**config.mk**
```make
export PLATFORM = sky130hd
export DESIGN_NAME = stage_fetch
export DESIGN_NICKNAME = d
export VERILOG_FILES = /design/src/rtl/stage_fetch.sv
export SDC_FILE = /design/constraint.sdc
export NUM_CORES = 1
export LEC_CHECK = 0
export CORE_UTILIZATION = 38
export DETAILED_ROUTE_END_ITERATION = 16
export DONT_BUFFER_PORTS = 1
export GPL_ROUTABILITY_DRIVEN = 0
export HOLD_SLACK_MARGIN = 0.05
export PLACE_DENSITY = 0.63
export SLEW_MARGIN = 20
export SYNTH_ARGS = -nofsm -noshare
export SYNTH_HDL_FRONTEND = slang
export SYNTH_SLANG_ARGS = --single-unit
```
**constraint.sdc**
```tcl
create_clock -name clock -period 5.09 [get_ports clock]
set_input_delay 0.509 -clock clock [delete_from_list [all_inputs] [get_ports clock]]
set_output_delay 0.509 -clock clock [all_outputs]
set_load 0.02 [all_outputs]
```
**src/rtl/stage_fetch.sv**
```systemverilog
// Fetch-side PC, imem addressing, F/D latch and wrong-path squash.
// Define FETCH_PERF_EN to add saturating redirect/stall counters.
module stage_fetch #(
    parameter logic [31:0] RESET_PC = 32'd0,
    parameter logic [31:0] PC_INC   = 32'd1
) (
    input  logic        clock,
    input  logic        reset,
    input  logic        stall_in,
    input  logic        redirect_in,
    input  logic [31:0] redirect_pc_in,
    output logic [31:0] imem_addr,
    input  logic [31:0] imem_data,
    output logic [31:0] fd_insn,
    output logic [31:0] fd_pc_plus_4,
    output logic        fd_valid,
    output logic        flush_dx,
    output logic [4:0]  pc_upper_5
`ifdef FETCH_PERF_EN
    ,
    output logic [15:0] perf_redirects,
    output logic [15:0] perf_stalls
`endif
);

    // BOOT drops the two responses straddling reset release.
    typedef enum logic [1:0] {
        BOOT   = 2'd0,
        SQUASH = 2'd1,
        RUN    = 2'd2
    } state_t;

    state_t      state_q;
    state_t      state_d;
    logic [31:0] pc_q;
    logic [31:0] pc_d;
    logic [31:0] issued_q;
    logic [31:0] issued_d;
    logic [31:0] insn_d;
    logic [31:0] pc4_d;
    logic        valid_d;
    logic        hold;
    logic        fetch_ok;

    assign hold       = stall_in & ~redirect_in;
    assign fetch_ok   = (state_q == RUN);
    assign imem_addr  = hold ? issued_q : pc_q;
    assign flush_dx   = redirect_in;
    assign pc_upper_5 = fd_pc_plus_4[31:27];

    always_comb begin
        state_d  = state_q;
        pc_d     = pc_q;
        issued_d = issued_q;
        insn_d   = fd_insn;
        pc4_d    = fd_pc_plus_4;
        valid_d  = fd_valid;
        if (redirect_in) begin
            state_d  = SQUASH;
            pc_d     = redirect_pc_in;
            issued_d = imem_addr;
            insn_d   = '0;
            valid_d  = 1'b0;
        end else if (!stall_in) begin
            pc_d     = pc_q + PC_INC;
            issued_d = imem_addr;
            insn_d   = fetch_ok ? imem_data : '0;
            pc4_d    = issued_q + PC_INC;
            valid_d  = fetch_ok;
            unique case (state_q)
                BOOT:    state_d = SQUASH;
                default: state_d = RUN;
            endcase
        end
    end

    always_ff @(posedge clock or posedge reset) begin
        if (reset) begin
            state_q      <= BOOT;
            pc_q         <= RESET_PC;
            issued_q     <= RESET_PC;
            fd_insn      <= '0;
            fd_pc_plus_4 <= '0;
            fd_valid     <= 1'b0;
        end else begin
            state_q      <= state_d;
            pc_q         <= pc_d;
            issued_q     <= issued_d;
            fd_insn      <= insn_d;
            fd_pc_plus_4 <= pc4_d;
            fd_valid     <= valid_d;
        end
    end

`ifdef FETCH_PERF_EN
    always_ff @(posedge clock or posedge reset) begin
        if (reset) begin
            perf_redirects <= '0;
            perf_stalls    <= '0;
        end else begin
            if (redirect_in && perf_redirects != 16'hFFFF)
                perf_redirects <= perf_redirects + 16'd1;
            if (hold && perf_stalls != 16'hFFFF)
                perf_stalls <= perf_stalls + 16'd1;
        end
    end
`else
    // No performance counters in this build.
`endif

endmodule

```
After elaboration in Yosys (flattened, before gate mapping)
Cells that the tools add are included.
- reductions and logical operators: 2
- multiplexer cells: 13
- $add $sub $neg: 2
- eq/ne operators: 2
- bitwise operators: 3
- operators with widths (operator ; count):
    $mux W32 ; 8
    $add A32 B1 Y32 const B ; 2
    $mux W2 ; 3
    $eq A2 B2 Y1 const B ; 1
    $logic_not A2 Y1 ; 1
    $mux W1 ; 2
    $ne A2 B1 Y1 const B ; 1
    $not A1 Y1 ; 2
    $reduce_and A2 Y1 ; 1
    $and A1 B1 Y1 ; 1
- flip-flop bits (word level): 131
- output and inout bits: 103
- input bits: 68
- logic and storage cells: 28

Longest topological paths before layout
- depth in word-level cells: 5
- depth in mapped cells: 7
- mapped depth without buffers: 5

Worst setup path after synthesis
Ideal clock, no wire load.
- path kind: input port to output port
- start: input port stall_in
- end: output port imem_addr[0]
- data arrival time: 1.864 ns
- stages: 5
- data required time: 4.581 ns
- path slack: 2.717 ns
- path buffers: 2
- cells stage by stage: buf_2 > inv_1 > nor2_1 > clkbuf_1 > mux2_2
- word-level cells in the longest chain between the ends: 2
- RTL lines (element ; RTL line ; text):
    start, declared ; 9 ; input logic stall_in,
    $and A1 B1 Y1 ; 45 ; assign hold = stall_in & ~redirect_in;
    $mux W32 ; 47 ; assign imem_addr = hold ? issued_q : pc_q;
    end, declared ; 12 ; output logic [31:0] imem_addr,
No other way between the ends.

Worst setup path after layout
- start: register pc_q[0]
- end: register pc_q[30]
- word-level cells in the longest chain between the ends: 3
- RTL lines (element ; RTL line ; text):
    start, declared ; 35 ; logic [31:0] pc_q;
    start signal, assigned ; 87 ; pc_q <= pc_d;
    $add A32 B1 Y32 ; 65 ; pc_d = pc_q + PC_INC;
    $mux W32 ; 64 ; end else if (!stall_in) begin
    $mux W32 ; 58 ; if (redirect_in) begin
No other way between the ends. The select of a mux whose other input is x is not followed.
A chain may end at the register's enable or synchronous reset.

==> run_results.csv <==
group,metric,value,unit
route,totalWireLength,16000,um
route,avgRoutedWirePerCell,19.3,um
route,dr.pass1.iters,5,
place,hpwl,11600,um
power_and_ir_drop,finalPower,2.82,mW
synth,synth_seq_cells,131,
clock_network,tritoncts,"built",
power_and_ir_drop,sequentialPowerShare,48.0,%
floorplanning,dieHeight,133,um
setup_path,critPathMaxStageDelay,690,ps
setup_path,critPathKind,"flip-flop to flip-flop",
sta,report.final.slew_viol_count,0,
setup_path,slowest_stage,"or4_1",
clock_network,post_cts_buffers,0,
cells_and_area,register_area,3280,um^2
power_and_ir_drop,p_sw_share,30.8,%
sta,period_share,53.0,%
sta,final.min_clock_period,2700,ps
sta,rsz0062_at_grt,"no",
synth,ys.flop_type,"dfrtp_1",
setup_path,critical_path.max_fanout,18,
synth,async_flop_share,100,%
floorplanning,dieArea,17600,um^2
setup_path,crit_arrival,3020,ps
synth,netlist_area,6480,um^2
setup_path,worstSetupEndpointType,"flip-flop",
setup_path,cp_cell_sequence,"ha_1 -> nor2b_1 -> nand4_1 -> or4_1 -> a31oi_1",
synth,yosys.area.top_type,"dfrtp_1",
clock_network,cts_buffers,17,
route,drtIter0Drc,372,
synth,synth-edff-count,0,
sta,hold_viol_final,0,
clock_network,path_clk_slew,60,ps
setup_path,reg2reg_depth,5,
grt,gr-total-overflow,0,
grt,grt_pass1_wl,25500,um
power_and_ir_drop,pwr-share-comb,11.4,%
cells_and_area,fillers,1553,
setup_path,cp_top_family,"simple AND/OR/NAND/NOR gates",
synth,synthCells,622,
cells_and_area,areaGrowthSynthToFinish,10.3,%
clock_network,ctsResizeCount,0,
sta,tightestPinTransition,983,ps
synth,synth_top_area_share,50.6,%
synth,ys_types,44,
route,via_per_inst,5.80,
power_and_ir_drop,powerDensity,394,nW/um^2
cells_and_area,multi_input_area,2970,um^2
power_and_ir_drop,leakage,2.87,nW
clock_network,cts_buffer_depth,2,
power_and_ir_drop,clkPwrFrac,40.6,%
route,ant_nets,0,
setup_path,crit_buf_inv,0,
synth,syn_area_per_cell,10.4,um^2
flow_run,drv_cap,0,
sta,setup_tns,0,ps
setup_path,cp.required,5410,ps
setup_path,crit_cells,5,
power_and_ir_drop,vdd_ir_drop_max,0.000223,V
cells_and_area,nets,665,
grt,antenna_found_initial,0,
route,vias,4800,
synth,ys.warnings.count,0,
outcome,status,"finished, final reports clean",
clock_network,ctsHoldBuffers,0,
clock_network,htree_levels,4,
grt,grt_pass1_vias,4553,
floorplanning,fp.dieW,133,um
clock_network,clockRootBuffer,"clkbuf_16",
place,port_buffers,0,
synth,synth_area_leaders,"dfrtp_1 (51%), mux2_2 (10%), a22o_1 (4.3%)",
synth,seq_area_frac_synth,50.6,%
sta,fmax,0.371,GHz
min_path,hold_path_class,"input port to asynchronous set/reset pin",
clock_network,clock_latency,420,ps
route,drcViolationCount,0,
floorplanning,start_util,39.0,%
sta,skew,9.59,ps
floorplanning,ios,171,
cells_and_area,diodes,0,
sta,setup_viol_count_final,0,
floorplanning,row_count,47,
sta,hold_ws,127,ps
grt,grt_max_degree,67,
cells_and_area,drive_gt1_share,16.8,%
floorplanning,core_area,16600,um^2
sta,maxSlewHeadroom,34.3,%
power_and_ir_drop,intPower,1.95,mW
setup_path,cp-start-kind,"flip-flop",
power_and_ir_drop,power_switching,0.868,mW
clock_network,cts.sinks,131,
synth,synth_nets,692,
grt,groute.usage.overall,18.6,%
[cell type report]
type | instances | share of cell area (%)
clock inverter | 14 | 1.87
inverter | 10 | 0.560
multi-input combinational | 431 | 41.5
timing repair buffer | 4 | 0.420
sequential | 131 | 45.8
clock buffer | 18 | 6.00
tap | 220 | 3.85
[cells in the final DEF, fill, tap and decap left out, drive strengths merged, types with 5 or more instances in the layout]
cell type  count
inv           11
mux2          58
clkinv         7
or4           24
nand3         25
and3          16
xor2          14
o21ai         37
nand2         58
xnor2         10
and4           7
o31ai         22
nor2          39
dfrtp        131
or3            5
clkbuf        18
a31oi         31
clkinvlp       5
nand4         18
a22o          32
[logic make-up after synthesis]
| logic type | share of synthesized area [%] |
|---|---|
| and+or+nand+nor | 17.0 |
| AOI/OAI and AO/OA | 14.6 |
| DFF | 50.6 |
| buffers and inverters | 3.98 |
| muxes | 10.2 |
| xor gates and xnor gates | 3.24 |
| adders and majority gates | 0.386 |
[power by group through the flow]
| stage | clock, mW | sequential, mW | combinational, mW |
|---|---|---|---|
| floorplan | 0 | 1.30 | 0.306 |
| global placement | 0 | 1.36 | 0.314 |
| detailed placement | 0 | 1.37 | 0.323 |
| CTS | 1.17 | 1.35 | 0.324 |
| global route | 1.21 | 1.38 | 0.355 |
| finish | 1.15 | 1.35 | 0.320 |
[stage by stage]
step / instance area (um^2) / util [%] / setup slack, ps / std cells
final: 7150 / 43.0 / 2390 / 828
after global routing: 7150 / 43.0 / 2110 / 828
after CTS: 7150 / 43.0 / 2410 / 828
after detailed placement: 6590 / 39.6 / 2010 / 796
after global placement: 6590 / 39.6 / 2120 / 796
after floorplan: 6480 / - / 1080 / 622
[final timing paths]
check                      slack [ps]              startpoint                  endpoint
setup / recovery                 2390     pc_q[0]$_DFFE_PP0N_      pc_q[30]$_DFFE_PP0N_
hold / removal                    130                   reset   fd_insn[20]$_DFFE_PP0N_
setup reg to reg                 2390     pc_q[0]$_DFFE_PP0N_      pc_q[30]$_DFFE_PP0N_
hold reg to reg                   480  state_q[1]$_DFFE_PP0N_    state_q[0]$_DFFE_PP0N_
max in group asynchronous        3610                   reset  issued_q[28]$_DFFE_PP0N_
min in group clock                170             redirect_in    state_q[1]$_DFFE_PP0N_
[flip-flops by register name (all words and copies together), names as in the netlist]
signal        count
fd_insn          32
fd_pc_plus_4     32
issued_q         32
pc_q             32
state_q           2
fd_valid          1
[metal layers]
layer | global-route usage, % | share of wire, % | vias up
met5 | 0 | 0 | -
met4 | 8.11 | 2.7 | 0
met3 | 6.21 | 6.6 | 35
met2 | 28.1 | 47 | 128
met1 | 24.4 | 44 | 2369
li1 | - | - | 2268
[synthesized netlist by cell type (all sizes together), types with 2 or more instances]
cell type and count:
dfrtp 131, mux2 58, nand2 58, nor2 39
clkbuf 37, o21ai 37, a22o 32, a31oi 31
nand3 25, or4 24, o31ai 22, nand4 18
and3 16, xor2 14, buf 13, xnor2 10
inv 9, and4 7, or3 5, a21oi 4
and2 4, nor3 3, nor4 3, o211ai 3
a221o 2, a311o 2, a31o 2, ha 2
No activity file was read; power rests on OpenSTA's default activity.
